### src/rtl/conv_result_serializer.sv
// ----------------------------------------------------------------------------
// conv_result_serializer
//
// Purpose:
//   Downstream stage of the 2x2 systolic convolution array.
//   - On each rising edge of done_2_2, the four parallel results are captured
//     into a holding bank.
//   - The captured words are streamed one per beat over a valid/ready
//     interface in raster order: result11, result12, result21, result22.
//   - A completion edge that arrives while a frame is still draining is
//     dropped, and the sticky overrun flag is raised.
//
// Optional feature (macro CONV_RESULT_MAXPOOL_EN):
//   When defined, a fifth word is stored on capture and sent last. It holds
//   the unsigned maximum of the four results. The frame is then 5 words long.
//   When undefined, no comparator is built and the frame is 4 words long.
//
// Ports:
//   clk       in   clock, rising edge
//   rst       in   asynchronous active-low reset
//   done_2_2  in   completion flag from the array (level; edge-detected here)
//   result11  in   DATA_W  array result row 1 col 1
//   result12  in   DATA_W  array result row 1 col 2
//   result21  in   DATA_W  array result row 2 col 1
//   result22  in   DATA_W  array result row 2 col 2
//   out_data  out  DATA_W  current stream word
//   out_valid out  out_data is valid
//   out_ready in   consumer accepts the word when high together with out_valid
//   out_last  out  final word of a frame
//   busy      out  a frame is captured and not yet fully drained
//   overrun   out  sticky: a completion arrived while busy
// ----------------------------------------------------------------------------
module conv_result_serializer #(
    parameter int DATA_W = 8
) (
    input  logic              clk,
    input  logic              rst,
    input  logic              done_2_2,
    input  logic [DATA_W-1:0] result11,
    input  logic [DATA_W-1:0] result12,
    input  logic [DATA_W-1:0] result21,
    input  logic [DATA_W-1:0] result22,
    output logic [DATA_W-1:0] out_data,
    output logic              out_valid,
    input  logic              out_ready,
    output logic              out_last,
    output logic              busy,
    output logic              overrun
);

`ifdef CONV_RESULT_MAXPOOL_EN
    localparam int         NWORDS   = 5;
    localparam logic [2:0] LAST_IDX = 3'd4;

    // Unsigned maximum of two words. On a tie, either value is correct.
    function automatic logic [DATA_W-1:0] umax2(input logic [DATA_W-1:0] a,
                                                input logic [DATA_W-1:0] b);
        return (a >= b) ? a : b;
    endfunction
`else
    localparam int         NWORDS   = 4;
    localparam logic [2:0] LAST_IDX = 3'd3;
`endif

    typedef enum logic {
        IDLE = 1'b0,
        SEND = 1'b1
    } state_t;

    state_t            state_r;
    state_t            state_nxt_s;
    logic [2:0]        idx_r;
    logic [2:0]        idx_nxt_s;
    logic              done_prev_r;
    logic              overrun_r;
    logic [DATA_W-1:0] bank_r [NWORDS];

    logic              start_s;
    logic              xfer_s;
    logic              last_s;
    logic              capture_s;
    logic              overrun_set_s;
    logic [DATA_W-1:0] word_s;

    assign start_s = done_2_2 & ~done_prev_r;
    assign xfer_s  = (state_r == SEND) & out_ready;
    assign last_s  = (idx_r == LAST_IDX);

    // Next-state logic: decides capture, index advance and overrun detection.
    always_comb begin
        state_nxt_s   = state_r;
        idx_nxt_s     = idx_r;
        capture_s     = 1'b0;
        overrun_set_s = 1'b0;
        case (state_r)
            IDLE: begin
                if (start_s) begin
                    capture_s   = 1'b1;
                    idx_nxt_s   = 3'd0;
                    state_nxt_s = SEND;
                end else begin
                    idx_nxt_s   = 3'd0;
                end
            end
            SEND: begin
                if (xfer_s && last_s) begin
                    // The bank is free on this edge. A new edge can refill it
                    // without a bubble.
                    idx_nxt_s = 3'd0;
                    if (start_s) begin
                        capture_s   = 1'b1;
                        state_nxt_s = SEND;
                    end else begin
                        state_nxt_s = IDLE;
                    end
                end else begin
                    if (xfer_s) begin
                        idx_nxt_s = idx_r + 3'd1;
                    end else begin
                        idx_nxt_s = idx_r;
                    end
                    if (start_s) begin
                        overrun_set_s = 1'b1;
                    end else begin
                        overrun_set_s = 1'b0;
                    end
                end
            end
            default: begin
                state_nxt_s = IDLE;
                idx_nxt_s   = 3'd0;
            end
        endcase
    end

    // Control state: FSM state, word index, edge-detect history and sticky overrun.
    always_ff @(posedge clk or negedge rst) begin
        if (!rst) begin
            state_r     <= IDLE;
            idx_r       <= 3'd0;
            done_prev_r <= 1'b0;
            overrun_r   <= 1'b0;
        end else begin
            state_r     <= state_nxt_s;
            idx_r       <= idx_nxt_s;
            done_prev_r <= done_2_2;
            if (overrun_set_s) begin
                overrun_r <= 1'b1;
            end
        end
    end

    // Holding bank: loaded only on a capture edge, so the frame in flight stays frozen.
    always_ff @(posedge clk or negedge rst) begin
        if (!rst) begin
            for (int i = 0; i < NWORDS; i++) begin
                bank_r[i] <= {DATA_W{1'b0}};
            end
        end else if (capture_s) begin
            bank_r[0] <= result11;
            bank_r[1] <= result12;
            bank_r[2] <= result21;
            bank_r[3] <= result22;
`ifdef CONV_RESULT_MAXPOOL_EN
            bank_r[4] <= umax2(umax2(result11, result12), umax2(result21, result22));
`endif
        end
    end

    // Output word mux: selects the bank word by index, and forces zero while idle.
    always_comb begin
        word_s = {DATA_W{1'b0}};
        if (state_r == SEND) begin
            case (idx_r)
                3'd0:    word_s = bank_r[0];
                3'd1:    word_s = bank_r[1];
                3'd2:    word_s = bank_r[2];
                3'd3:    word_s = bank_r[3];
`ifdef CONV_RESULT_MAXPOOL_EN
                3'd4:    word_s = bank_r[4];
`endif
                default: word_s = {DATA_W{1'b0}};
            endcase
        end else begin
            word_s = {DATA_W{1'b0}};
        end
    end

    assign out_data  = word_s;
    assign out_valid = (state_r == SEND);
    assign busy      = (state_r == SEND);
    assign out_last  = (state_r == SEND) & last_s;
    assign overrun   = overrun_r;

endmodule

### config.mk
export PLATFORM = sky130hd
export DESIGN_NAME = conv_result_serializer
export DESIGN_NICKNAME = d
export VERILOG_FILES = /design/src/rtl/conv_result_serializer.sv
export SDC_FILE = /design/constraint.sdc
export NUM_CORES = 1
export LEC_CHECK = 0
export BUFFER_PORTS_ARGS = -buffer_cell sky130_fd_sc_hd__buf_2
export CAP_MARGIN = 20
export CORE_MARGIN = 5
export CORE_UTILIZATION = 40
export CTS_CLUSTER_DIAMETER = 60
export DETAILED_ROUTE_END_ITERATION = 7
export HOLD_SLACK_MARGIN = 0.08
export PLACE_DENSITY = 0.67
export RECOVER_POWER = 25
export SYNTH_ARGS = -nofsm -noshare
export SYNTH_HDL_FRONTEND = slang
export SYNTH_SLANG_ARGS = --single-unit
### constraint.sdc
create_clock -name clk -period 3.8 [get_ports clk]
set_input_delay 0.38 -clock clk [delete_from_list [all_inputs] [get_ports clk]]
set_output_delay 0.38 -clock clk [all_outputs]
set_load 0.02 [all_outputs]
# Word level (Yosys, flattened, before mapping)
# Index checks and enable logic that the tools add are counted.
# W data, S select, Z words.
dict set report totals {
  register_bits 38
  output_inout_bits 12
  input_bits 36
  word_cells 32
}
dict set report classes {
  n_bitwise 5
  mux 12
  n_eq_ne 4
  n_reduce_logical 2
  add_sub_neg 1
}
# operator count
set ops {}
lappend ops {{$pmux W8 S4} 1}
lappend ops {{$mux W8} 1}
lappend ops {{$eq A3 B2 Y1 const B} 2}
lappend ops {{$mux W3} 2}
lappend ops {{$pmux W3 S2} 1}
lappend ops {{$mux W1} 5}
lappend ops {{$pmux W1 S2} 2}
lappend ops {{$add A3 B1 Y3 const B} 1}
lappend ops {{$and A1 B1 Y1} 3}
lappend ops {{$eq A3 B1 Y1 const B} 1}
lappend ops {{$logic_not A3 Y1} 1}
lappend ops {{$ne A3 B1 Y1 const B} 1}
lappend ops {{$not A1 Y1} 2}
lappend ops {{$logic_and A1 B1 Y1} 1}

# Depth between registers and ports, before layout
dict set report logic_depth {
  word_depth 5
  ltp_mapped 6
  mapped_depth_nobuf 5
}

# Worst setup path after synthesis
# Ideal clock, no wire load.
dict set report synth_timing {
  path_type {register -> output}
  from {register idx_r[0]}
  to {output out_data[0]}
  arrival_time_ps 1580
  stages_incl_launch_ff 7
  slack_ps 1840
  cell_sequence {dfrtp_1 inv_1 ha_1 buf_2 or4_1 nand3b_2 a21oi_1}
}
dict set report synth_between {
  elab_chain_cells 3
  elab_cells_between_ends 6
  classes_between {3 x eq/ne; 2 x mux; 1 x reduce/logical}
}
# item line
set synth_rtl {}
lappend synth_rtl {{from (decl)} 72} ;# logic [2:0] idx_r;
lappend synth_rtl {{from (signal assigned)} 145} ;# idx_r <= idx_nxt_s;
lappend synth_rtl {{$eq A3 B2 Y1, or another cell as far along} 174} ;# case (idx_r)
lappend synth_rtl {{$pmux W8 S4 *} 174}
lappend synth_rtl {{$mux W8 *} 173} ;# if (state_r == SEND) begin
lappend synth_rtl {{to (decl)} 43} ;# output logic [DATA_W-1:0] out_data,
# Every way passes the cells marked *; elsewhere a longest branch is shown, timed or not.

# Worst setup path in the final report
dict set report layout_timing {
  from {register idx_r[0]}
  to {output out_data[3]}
}
# The elaborated chain is that of the path after synthesis.

==> results.md <==
- Synth async-reset ratio: 1.000
- Synth-to-Final Area Change: 19.28%
- Layout cells sized above 1: 0.4884
- Worst-path fanout max: 9
- Total track usage: 0.1442
- Status: finished, violations left
- Max-cap viol count: 1
- Setup Viol. Count Final: 0
- Crit. End Element: output pin
- CP Class: reg -> out
- Synth Cell Area: 1707 um2
- Hold_ws: 0.2127 ns
- Routed wire per std cell: 15.86 um
- Initial antenna violation count: 0
- Yosys warns: 0
- Mean Syn Cell Area: 13.65 um2
- CTS Hold Bufs: 0
- Yosys cell types: 24
- Slew @ Worst Pin: 1.960 ns
- Starting Density: 0.4206
- Synthesized-area fraction occupied by adder cells: 0.02933
- Commonest cells after routing, fill and taps aside: buf_2, dfrtp_1, mux2_2
- Crit path max-delay cell type: or4_1
- RSZ-0062 raised after global routing: false
- Iter 0 DRT Violations: 52
- Final hold viol count: 0
- Post-synthesis compound-gate area fraction: 0.1151
- Die area: 5673 um2
- CTS HTree Levels: 2
- Worst path required time: 3.42 ns
- First-pass GRT wire length: 6037 um
- Vias in the first global route: 1327
- Slew Limit Fails: 39
- Final-layout fill cell count: 370
- Fin crit share: 0.6630
- Post-synthesis xor/xnor area fraction: 0
- Largest net degree at the start of global routing: 39
- Io pins: 48
- Largest family of logic cells by synthesized area: multiplexers
- Sink Count: 38
- Worst-skew pair later-pin latency: 0.29 ns
- Pwr dens: 825.3 nW/um2
- CP Launch Type: flip-flop
- DRT Wirelength: 3522 um
- Ant. Diodes: 0
- Main area contributors after synthesis: dfrtp_1, mux2_2, a22oi_1
- Syn Inst Count: 125
- Violated checks: capacitance limit, slew limit
- Commonest non-fill, non-tap cell in the layout: buf_2
- Routability Congestion: 0.7739
- I/O Buffers: 47
- Post-CTS setup buffers: 0
- FMAX: 396.9 MHz
- Cell row count: 23
- Post-route DRC: 0
- Post-synth EDFFs: 0
- CTS clk-pin slew, worst paths: 0.07 ns
- CTS tree: yes
- Vias: 1143
- DP HPWL: 2603 um
- Post-Synth Simple-Gate Area: 0.04326
- Synth top area share: 0.5572
- Worst-case clock buffer depth: 2
- Critical Path AT: 2.14 ns
- Post-CTS Resized: 0
- Nets: 211
- TritonCTS Buffers: 5
- Syn nets: 165
- Cell taking the most area after synthesis: dfrtp_1
- Core area: 4058 um2
- Congestion Overflow GR: 0
- #FFs+latches synth: 38
- Relative slew margins: -0.3066
- Mux contribution to synthesized area: 0.2170
- Synth Flop Type: dfrtp_1
- Drt pass-1 iters: 3
- Pleak: 0.9403 nW
- Root Driver: clkbuf_8
- Post-DRT Antenna Nets: 0
- Seq/Total Area, Yosys: 0.5572
- Tmin final: 2.519 ns
- Via density: 5.149
- Hold Crit Class: in -> reg
- Die Width: 75.32 um
- CP max stage delay: 0.57 ns
- Clock skew: 0.004114 ns
- Die Y-Extent: 75.32 um
- CP cell instances: inv_1 > ha_1 > or4_1 > nand3b_2 > a21oi_1 > buf_2
- Worst IR Drop VDD: 0.4291 mV
- Post-Route Setup TNS: 0 ns
==> registers in the layout (all words and copies together), names as in the netlist <==
signal       count
idx_r            3
busy             1
done_prev_r      1
overrun          1
bank_r          32
==> layout make-up <==
type,count,area [um2],share of cell area
Sequential cell,38,950.9,0.4671
Clock buffer,7,86.33,0.04241
Multi-Input combinational cell,77,690.7,0.3393
Timing Repair Buffer,47,232.7,0.1143
Tap cell,50,62.56,0.03073
Inverter,2,7.507,0.003688
Clock inverter,1,5.005,0.002459
==> synth_stat cells (2+ instances only) <==
library cell / count
dfrtp_1: 38
mux2_2: 30
a22oi_1: 16
a21oi_1: 9
ha_1: 4
buf_6: 3
clkbuf_1: 3
nand2_1: 3
inv_1: 2
mux2_1: 2
nor2b_1: 2
==> through the flow <==
stage                 util  power [mW]  area (um2)  setup slack [ns]  std cells
floorplan                -       1.208        1707             1.840        125
global placement    0.4798       1.393        1947             1.462        214
detailed placement  0.4798       1.423        1947             1.331        214
CTS                 0.5023       1.707        2038             1.266        222
global route        0.5017       1.813        2036             1.165        222
finish              0.5017       1.680        2036             1.281        222
==> metal layers <==
metal / part of all wire / up-vias / GRT usage / routed length (um)
met3: 0.056 / 10 / 0.03562 / 197
met2: 0.51 / 30 / 0.2368 / 1802
met5: 0 / - / 0 / 0
met1: 0.40 / 559 / 0.1694 / 1415
li1: - / 544 / - / -
met4: 0.030 / 0 / 0.08932 / 106
==> kinds of logic (layout without fill, tap and decap cells) <==
kind of cell | count (synthesis) | in the layout
flip-flops | 38 | 38
multiplexers | 33 | 33
AO/OA/AOI/OAI | 28 | 28
AND/OR/NAND/NOR | 12 | 12
buffers and inverters | 10 | 57
adder cells (fa/ha/maj) | 4 | 4
==> report_power, final <==
part           switching [mW]  total, mW  internal [mW]  leakage (nW)
sequential              0.114      0.704          0.590         0.456
clock                   0.132      0.278          0.146        0.0482
combinational           0.374      0.698          0.324         0.436
total                   0.620       1.68           1.06         0.940
==> worst paths after layout <==
path / startpoint / endpoint / slack (ns) / cells past startpoint
worst max-delay path: idx_r[0] / out_data[3] / 1.28 / 6
worst min-delay path: done_2_2 / done_prev_r / 0.21 / 1
worst max register to register: idx_r[0] / bank_r[15] / 1.37 / 4
worst min register to register: overrun / overrun / 0.49 / 1
max in group asynchronous: rst / bank_r[4] / 2.04 / 1
min in group asynchronous: rst / bank_r[26] / 0.64 / 1
==> critical path: cells and delay by family, from the launching register on <==
kind / cells / cell delay [ns]
and+or+nand+nor: 2 / 0.76
DFF: 1 / 0.40
adders and majority gates: 1 / 0.33
buffers and inverters: 2 / 0.27
AOI/OAI and AO/OA: 1 / 0.09
No activity file was read; power rests on OpenSTA's default activity.
